--- src/rtl/issue_int.sv ---
// Integer issue/execute stage: takes the ready head of the integer issue queue,
// evaluates a single-cycle ALU op, parks the result in a small FIFO and
// broadcasts it on the CDB whenever the arbiter grants the request.
module issue_int #(
    parameter int DEPTH  = 2,
    parameter int DATA_W = 32,
    parameter int TAG_W  = 6
) (
    input  logic              clk,
    input  logic              reset,
    input  logic [3:0]        equeueint_opcode,
    input  logic [TAG_W-1:0]  equeueint_rdtag,
    input  logic [DATA_W-1:0] equeueint_rsdata,
    input  logic [DATA_W-1:0] equeueint_rtdata,
    input  logic              equeueint_ready,
    output logic              issueint_done,
    output logic              cdb_req,
    input  logic              cdb_grant,
    output logic              cdb_valid,
    output logic [TAG_W-1:0]  cdb_tag,
    output logic [DATA_W-1:0] cdb_data
);

    localparam int PTR_W = (DEPTH > 1) ? $clog2(DEPTH) : 1;
    localparam int CNT_W = $clog2(DEPTH + 1);
    localparam logic [CNT_W-1:0] FULL_CNT = CNT_W'(DEPTH);

    typedef enum logic [3:0] {
        OP_ADD  = 4'd0,
        OP_SUB  = 4'd1,
        OP_AND  = 4'd2,
        OP_OR   = 4'd3,
        OP_XOR  = 4'd4,
        OP_NOR  = 4'd5,
        OP_SLT  = 4'd6,
        OP_SLTU = 4'd7,
        OP_SLL  = 4'd8,
        OP_SRL  = 4'd9,
        OP_SRA  = 4'd10,
        OP_LUI  = 4'd11
    } alu_op_e;

    logic [TAG_W-1:0]  tag_mem  [DEPTH];
    logic [DATA_W-1:0] data_mem [DEPTH];
    logic [PTR_W-1:0]  wr_ptr;
    logic [PTR_W-1:0]  rd_ptr;
    logic [CNT_W-1:0]  count;
    logic              full;
    logic              push;
    logic              pop;
    logic [4:0]        shamt;
    logic [DATA_W-1:0] alu_result;

    // Handshake: a full FIFO still accepts the head when a slot frees on the
    // same edge; reset masks everything so a stale entry never leaves the stage.
    assign full          = (count == FULL_CNT);
    assign cdb_req       = (count != '0) & ~reset;
    assign pop           = cdb_req & cdb_grant;
    assign push          = equeueint_ready & (~full | pop) & ~reset;
    assign issueint_done = push;
    assign cdb_valid     = pop;
    assign cdb_tag       = pop ? tag_mem[rd_ptr]  : '0;
    assign cdb_data      = pop ? data_mem[rd_ptr] : '0;
    assign shamt         = equeueint_rsdata[4:0];

    // Single-cycle ALU on the queue head; reserved opcodes yield zero.
    always_comb begin
        alu_result = '0;
        case (equeueint_opcode)
            OP_ADD:  alu_result = equeueint_rsdata + equeueint_rtdata;
            OP_SUB:  alu_result = equeueint_rsdata - equeueint_rtdata;
            OP_AND:  alu_result = equeueint_rsdata & equeueint_rtdata;
            OP_OR:   alu_result = equeueint_rsdata | equeueint_rtdata;
            OP_XOR:  alu_result = equeueint_rsdata ^ equeueint_rtdata;
            OP_NOR:  alu_result = ~(equeueint_rsdata | equeueint_rtdata);
            OP_SLT:  alu_result = {{(DATA_W-1){1'b0}},
                                   ($signed(equeueint_rsdata) < $signed(equeueint_rtdata))};
            OP_SLTU: alu_result = {{(DATA_W-1){1'b0}},
                                   (equeueint_rsdata < equeueint_rtdata)};
            OP_SLL:  alu_result = equeueint_rtdata << shamt;
            OP_SRL:  alu_result = equeueint_rtdata >> shamt;
            OP_SRA:  alu_result = $signed(equeueint_rtdata) >>> shamt;
            OP_LUI:  alu_result = equeueint_rtdata << 16;
            default: alu_result = '0;
        endcase
    end

    // Result storage: written at the tail on every accepted head.
    always_ff @(posedge clk) begin
        if (push) begin
            tag_mem[wr_ptr]  <= equeueint_rdtag;
            data_mem[wr_ptr] <= alu_result;
        end
    end

    // Pointer/occupancy bookkeeping; reset drops all buffered results.
    always_ff @(posedge clk) begin
        if (reset) begin
            wr_ptr <= '0;
            rd_ptr <= '0;
            count  <= '0;
        end else begin
            if (push) begin
                wr_ptr <= wr_ptr + PTR_W'(1);
            end
            if (pop) begin
                rd_ptr <= rd_ptr + PTR_W'(1);
            end
            case ({push, pop})
                2'b10:   count <= count + CNT_W'(1);
                2'b01:   count <= count - CNT_W'(1);
                default: count <= count;
            endcase
        end
    end

endmodule

--- config.mk ---
export PLATFORM = sky130hd
export DESIGN_NAME = issue_int
export DESIGN_NICKNAME = d
export VERILOG_FILES = /design/src/rtl/issue_int.sv
export SDC_FILE = /design/constraint.sdc
export NUM_CORES = 1
export LEC_CHECK = 0
export CORE_MARGIN = 2
export CORE_UTILIZATION = 55
export CTS_CLUSTER_DIAMETER = 200
export CTS_CLUSTER_SIZE = 25
export DETAILED_ROUTE_END_ITERATION = 6
export PLACE_DENSITY = 0.78
export SYNTH_ARGS = -nofsm -noshare
export SYNTH_HDL_FRONTEND = slang
export SYNTH_SLANG_ARGS = --single-unit
export TNS_END_PERCENT = 10
--- constraint.sdc ---
create_clock -name clk -period 14.4 [get_ports clk]
set_input_delay 2.88 -clock clk [delete_from_list [all_inputs] [get_ports clk]]
set_output_delay 2.88 -clock clk [all_outputs]
set_load 0.005 [all_outputs]
==> results.md, run 1 <==
- RSZ-0062 raised after global routing: false
- Max Fclk: between 100 and 150 MHz
- Layout Nets: between 1500 and 2000
- First-pass GRT wire length: 65200 um
- Clock Sinks: 81
- Clk pwr share: roughly 26%
- Register bit total from synthesis: 81
- Peak supply drop: about 0.06 mV
- Comb pwr share: 43.1%
- Outcome: finished clean
- Clock latency on the worst-skew pair: 330 ps
- Die ar.: between 20000 and 25000 um2
- Final GP Congestion: about 1.1
- I/O Buffers: around 120
- Max-slew violations: 0
- P_int: 0.569 mW
- Clock slew at reported path FFs: about 60 ps
- Final Cycle Share: 56.7%
- Ratio of cells with drive above 1 in the final layout: between 5 and 6%
- Htree depth: 3
- Worst slack at placement: just over 6000 ps
- Clk_skew: roughly 3.8 ps
- Sequential share of power: 31.3%
- Final HPWL DP: about 33000 um
- Fin Setup TNS: 0 ps
- Post-CTS sizing: 0
- EDFF count, synth: between 70 and 80
- Post-CTS Setup Bufs: 0
- Num CTS Buffers: 9
- Cell variety after synth: 85
- Synthesized netlist cell count: between 1000 and 1500
- Min Tclk post-route: about 8200 ps
- Slew headroom: roughly 11%
- DRT Pass-1 Iters: 6
- Via/cell ratio: between 6 and 7
- Initial antenna violation count: 2
- CTS tree: yes
- Cell family with most CP delay: simple AND/OR/NAND/NOR gates
- P_leak: around 5.1 nW
- # IOs: about 120
- Max Cap Viol: 0
- Top post-synthesis cells by area: edfxtp_1 (20%), ha_1 (11%), mux2i_1 (8.7%), nor2_1 (6.8%), a21oi_1 (6.3%)
- DRC Markers: 0
- DIE WIDTH: 148 um
- Hold Path Stages: 2
- WL per Instance: 23.9 um
- Post-DRT Antenna Nets: 0
- DR iter-0 viols: 1740
- Number of global-route vias before repair: around 11000
- Worst path bufs/invs: 2
- Critical path peak fanout: 40
- Sw frac: a little under two fifths
- Synth-to-Final Area Change: 13.3%
- Clk buf depth: 2
- Yosys top cell area share: 20.1%
- Synthesized area per cell: between 7 and 8 um2
- Req. time, crit path: 11520 ps
- Row count: 52
- Gr ovfl total: 0
- Biggest area consumer among synthesized cells: edfxtp_1
- Synth warn: 0
- Via Count: 12300
- Synth Flop Type: edfxtp_1
- CP peak stage delay: 760 ps
- Setup ws final: 6230 ps
- Syn nets: about 1700
- CTS hold repair buffers: 0
- Ys async rst share: 0%
- Area of the core: about 20000 um2
- P per Cell Area: 70.8 nW/um2
- Stages on the worst setup path: 5
- Crit path DAT: 5290 ps
- Largest net degree at the start of global routing: between 80 and 90
- Fin. Hold Viols: 0
- Routed WL: 43200 um
- Reg2reg path depth: 7
- HP Class: reg -> reg
- GRT Resource Usage Total: 38.6%
- CP Class: in -> out
- Sequential area share after synthesis: between 20% and 30%
- P_sw: approximately 0.34 mW
- Slowest CP cell: nand2_1
- Synthesized area: about 11000 um2
- Setup crit start kind: input pin
- Worst slew pin tran: between 1000 and 1500 ps
- Starting Density: around 56%
- Die Span Y: 148 um
- Critical Path, Cell by Cell: clkdlybuf4s50_1 -> nor2_1 -> nand2_1 -> nor2_1 -> clkdlybuf4s50_1
- Critical path capture point type: output port
- Final setup viols: 0
- Root Driver: clkbuf_16
## tightest hold or removal path: cells and delay by family (launching register included)
kind / cells / cell delay (ps)
flip-flops: 1 / 320
AND/OR/NAND/NOR: 1 / 80
XOR/XNOR: 1 / 70
## layer usage
| layer | track usage [%] | wire length, um |
|---|---|---|
| met5 | 0 | 13 |
| met4 | 18.0 | 2230 |
| met3 | 7.16 | 4890 |
| met2 | 59.0 | 18400 |
| met1 | 53.1 | 17600 |
## cell usage in the layout (no fill, tap or decap), drive strengths merged, types with 9 or more instances in the layout
cell           instances
nor2                 208
nor4                   9
a31oi                 19
or3                    9
nor3                  18
inv                   96
o211ai                16
nand2b                12
nand3                 23
o22ai                 12
buf                   23
a22oi                  9
o21ai                132
o21bai                13
clkbuf                 9
nand2                119
a21o                  15
a211oi                38
mux2i                 99
clkdlybuf4s50        113
ha                    97
a21oi                143
a222oi                14
nand4                 14
a221oi                22
o31ai                 18
o2111ai               14
a211o                 12
edfxtp                76
a221o                  9
## path summary, 6_finish.rpt
kind	startpoint	endpoint	slack, ps
worst max-delay path	reset	cdb_data[28]	6230
worst min-delay path	rd_ptr$_SDFFE_PP0P_	rd_ptr$_SDFFE_PP0P_	500
worst max register to register	count[0]$_SDFFE_PP0P_	count[1]$_SDFFE_PP0P_	11840
worst min register to register	rd_ptr$_SDFFE_PP0P_	rd_ptr$_SDFFE_PP0P_	500
## power by group through the flow
| stage | combinational [mW] | clock [mW] | sequential, mW |
|---|---|---|---|
| after global placement | 0.374 | 0 | 0.289 |
| after CTS | 0.379 | 0.235 | 0.285 |
| after detailed placement | 0.376 | 0 | 0.290 |
| after floorplan | 0.253 | 0 | 0.285 |
| after global routing | 0.420 | 0.245 | 0.287 |
| final | 0.393 | 0.232 | 0.285 |
## cells in the mapped netlist, drive strengths merged (13+ instances only)
| cell | n |
|---|---|
| a222oi | 14 |
| o31ai | 18 |
| inv | 96 |
| a21oi | 143 |
| nand4 | 14 |
| nand3 | 23 |
| o21bai | 13 |
| o21ai | 132 |
| a211oi | 38 |
| nand2 | 119 |
| a221oi | 22 |
| o211ai | 16 |
| edfxtp | 76 |
| ha | 97 |
| a21o | 15 |
| clkbuf | 68 |
| o2111ai | 14 |
| a31oi | 19 |
| buf | 44 |
| nor2 | 208 |
| nor3 | 18 |
| mux2i | 99 |
## flip-flops by register name (all words and copies together) (netlist names), named ones only
name	count
tag_mem	12
wr_ptr	1
count	2
rd_ptr	1
data_mem	64
## area by class of cell
cell class	count	area (um2)
clock inverter	6	83.8
antenna	2	5.00
inverter	97	365
fill	1797	7370
sequential	81	2380
multi-input combinational	1206	8170
tap	270	338
clock buffer	9	225
timing repair buffer	136	1290
## kinds of logic after synthesis
kind of cell | count (synthesis) | synth area share [%]
muxes | 112 | 10.6
AOI/OAI and AO/OA | 545 | 32.0
buffers and inverters | 209 | 7.43
DFF | 81 | 21.0
adders and majority gates | 99 | 11.0
and+or+nand+nor | 439 | 17.1
xor gates and xnor gates | 11 | 0.849
## per-stage QoR
| step | area, um2 | power, mW | utilization (%) | std cells | hold slack, ps |
|---|---|---|---|---|---|
| 2_1_floorplan | 11400 | 0.538 | - | 1496 | 466 |
| 3_3_place_gp | 12500 | 0.664 | 62.0 | 1790 | 494 |
| 3_5_place_dp | 12500 | 0.667 | 62.0 | 1790 | 495 |
| 4_1_cts | 12900 | 0.900 | 63.5 | 1805 | 509 |
| 5_1_grt | 12900 | 0.951 | 63.5 | 1805 | 526 |
| 6_report | 12900 | 0.910 | 63.6 | 1807 | 505 |
(Power assumes the default switching activity.)
==> run 2, diff against run 1 <==
CORE_UTILIZATION = 54   (was 55)
PLACE_DENSITY = 0.8   (was 0.78)
clock period = 7.2 ns   (was 14.4 ns; I/O delays follow)
==> run 2 against run 1 <==
  * The flow now finishes with violations (design-rule violations)
  * Register-to-register slack lost 6600 ps
  * Via count is 2.5% higher
  * Global-route usage up 0.96 points
  * Worst setup slack got worse by 4500 ps
  * Design area is 0.46% higher
  * Core utilization fell by 1.5 points
  * Sequential share of layout area down 0.084 points
  * Cell count up 0.66%
  * Wire length up 5.2%
  * Clock-buffer cell count is 4 higher
  * Clock skew rose by 0.97 ps
  * Critical endpoint is now data_mem[0][0]$_DFFE_PP_
  * Sequential power up 98%
  * Largest power group unchanged
==> results.md, run 2 (synthesized netlist as in run 1, its figures left out) <==
- Outcome: complete, but fails checks
- Failing checks: design-rule violations
- Worst slew pin tran: ~1100 ps
- Starting Density: 54.5%
- Htree depth: 3
- Post-CTS Setup Bufs: 0
- CP Launch Point: equeueint_rtdata[0]
- Req. time, crit path: between 7000 and 8000 ps
- Post-DRT Antenna Nets: 0
- DRC Markers: 7
- Number of global-route vias before repair: roughly 11000
- Critical path capture point type: flip-flop
- Row count: 53
- Met1 WL: roughly 18000 um
- N_diodes: 0
- CTS tree: yes
- Largest register FFs: 64
- # IOs: about 120
- Setup crit start kind: input pin
- Slew headroom: around a quarter
- Final setup viols: 0
- Most frequent cells in the layout: nor2_1 (203), a21oi_1 (142), o21ai_0 (131)
- Final Cycle Share: 75.7%
- Via/cell ratio: roughly 6.9
- Die Span Y: 149 um
- GRT Resource Usage Total: 39.6%
- Num CTS Buffers: 9
- Max Fclk: approximately 180 MHz
- FF-to-FF setup slack: 5200 ps
- Post-CTS sizing: 0
- Sequential share of power: ~31%
- Final GP Congestion: between 1 and 1.5
- Clk pwr share: approximately a quarter
- Comb pwr share: 44.6%
- Fin. Hold Viols: 0
- Sw frac: a little under two fifths
- P per Cell Area: around 140 nW/um2
- First-pass GRT wire length: ~67000 um
- Gr ovfl total: 0
- CTS hold repair buffers: 0
- Commonest non-fill, non-tap cell in the layout: nor2_1
- I/O Buffers: 118
- Worst Setup EP: data_mem[0][0]$_DFFE_PP_
- RSZ-0062 raised after global routing: false
- Min Tclk post-route: ~5400 ps
- Root Driver: clkbuf_16
- Critical path peak fanout: 7
- Reg2reg path depth: 8
- RR Endpoint: count[1]$_SDFFE_PP0P_
- Routed length on met2: between 15000 and 20000 um
- Clock slew at reported path FFs: roughly 50 ps
- Clk buf depth: 2
- Via Count: between 10000 and 15000
- Max layer used: met4
- Top flop regs: data_mem x64, tag_mem x12, count x2
- HP Class: reg -> reg
- Fin Setup TNS: 0 ps
- Setup ws final: approximately 1800 ps
- Die ar.: approximately 22000 um2
- Crit path DAT: around 5500 ps
- DIE WIDTH: between 100 and 150 um
- Top reg by flops: data_mem
- Worst R2R Start: count[0]$_SDFFE_PP0P_
- DR iter-0 viols: roughly 1800
- DRT Pass-1 Iters: 7
- Final HPWL DP: around 35000 um
- Clock latency on the worst-skew pair: 330 ps
- Max-slew violations: 0
- Routed WL: roughly 45000 um
- Initial antenna violation count: 0
- P_int: roughly 1.1 mW
- P_leak: just over 5 nW
- Max Cap Viol: 0
- Area of the core: ~21000 um2
- Synth-to-Final Area Change: 13.8%
- Worst slack at placement: around 1500 ps
- Layout Nets: 1716
- Met3 routed WL: 5340 um
- P_sw: between 0.6 and 0.7 mW
- Peak supply drop: around 0.15 mV
- Largest net degree at the start of global routing: 85
- Clk_skew: 4.76 ps
- WL per Instance: around 25 um
- Clock Sinks: slightly above 80
- CP Class: in -> reg
- Post-Layout Cell Count: approximately 1800
- Ratio of cells with drive above 1 in the final layout: between 6 and 7%
- Cell count after placement: 1803
[run 2: changes by cell type in the layout (fill, tap and decap cells not counted), moves of 2 or more]
cell and delta:
buf_4 +8, clkbuf_1 +2, clkbuf_8 +2, diode_2 -2
[run 2: how the worst min path moves through the flow]
stage,to,cells past startpoint,from,slack (ps)
final,rd_ptr$_SDFFE_PP0P_,2,rd_ptr$_SDFFE_PP0P_,510
after global placement,rd_ptr$_SDFFE_PP0P_,2,rd_ptr$_SDFFE_PP0P_,480
after CTS,rd_ptr$_SDFFE_PP0P_,2,rd_ptr$_SDFFE_PP0P_,510
after detailed placement,rd_ptr$_SDFFE_PP0P_,2,rd_ptr$_SDFFE_PP0P_,490
after global routing,rd_ptr$_SDFFE_PP0P_,2,rd_ptr$_SDFFE_PP0P_,520
after floorplan,count[1]$_SDFFE_PP0P_,2,count[1]$_SDFFE_PP0P_,470
[run 2: through the flow]
step	util (%)	total power, mW	hold WS [ps]	cell area [um2]
2_1_floorplan	-	1.08	466	11400
3_3_place_gp	60.6	1.34	484	12600
3_5_place_dp	60.6	1.35	493	12600
4_1_cts	62.1	1.79	510	12900
5_1_grt	62.1	1.89	524	12900
6_report	62.1	1.82	506	12900
[run 2: worst max-delay path: stages]
cell and delay (ps):
clkdlybuf4s50_1 600, ha_1 390, fa_1 450, o21bai_1 150, a21oi_1 130, o31ai_1 240
buf_4 200, a221oi_1 110, a31oi_1 430, a21oi_1 180, o31ai_1 540, a21o_1 240
inv_1 50, o2111ai_1 160, nand3_1 160
[run 2: per-layer routing]
metal,GRT usage (%),vias to the layer above
li1,-,5649
met1,52.7,5889
met2,61.6,891
met3,6.61,151
met4,21.4,0
met5,0,-
[run 2: final cells by class]
| cell class | instances | area (um2) |
|---|---|---|
| Sequential cell | 81 | 2380 |
| Fill cell | 1956 | 7900 |
| Clock buffer | 13 | 260 |
| Timing Repair Buffer | 144 | 1350 |
| Clock inverter | 3 | 40.0 |
| Tap cell | 275 | 344 |
| Multi-Input combinational cell | 1206 | 8180 |
| Inverter | 97 | 365 |
[run 2: power by group through the flow]
stage	sequential, mW	clock (mW)	combinational (mW)
final	0.563	0.443	0.809
after global placement	0.571	0	0.772
after global routing	0.564	0.469	0.860
after CTS	0.563	0.448	0.780
after detailed placement	0.572	0	0.775
after floorplan	0.570	0	0.506
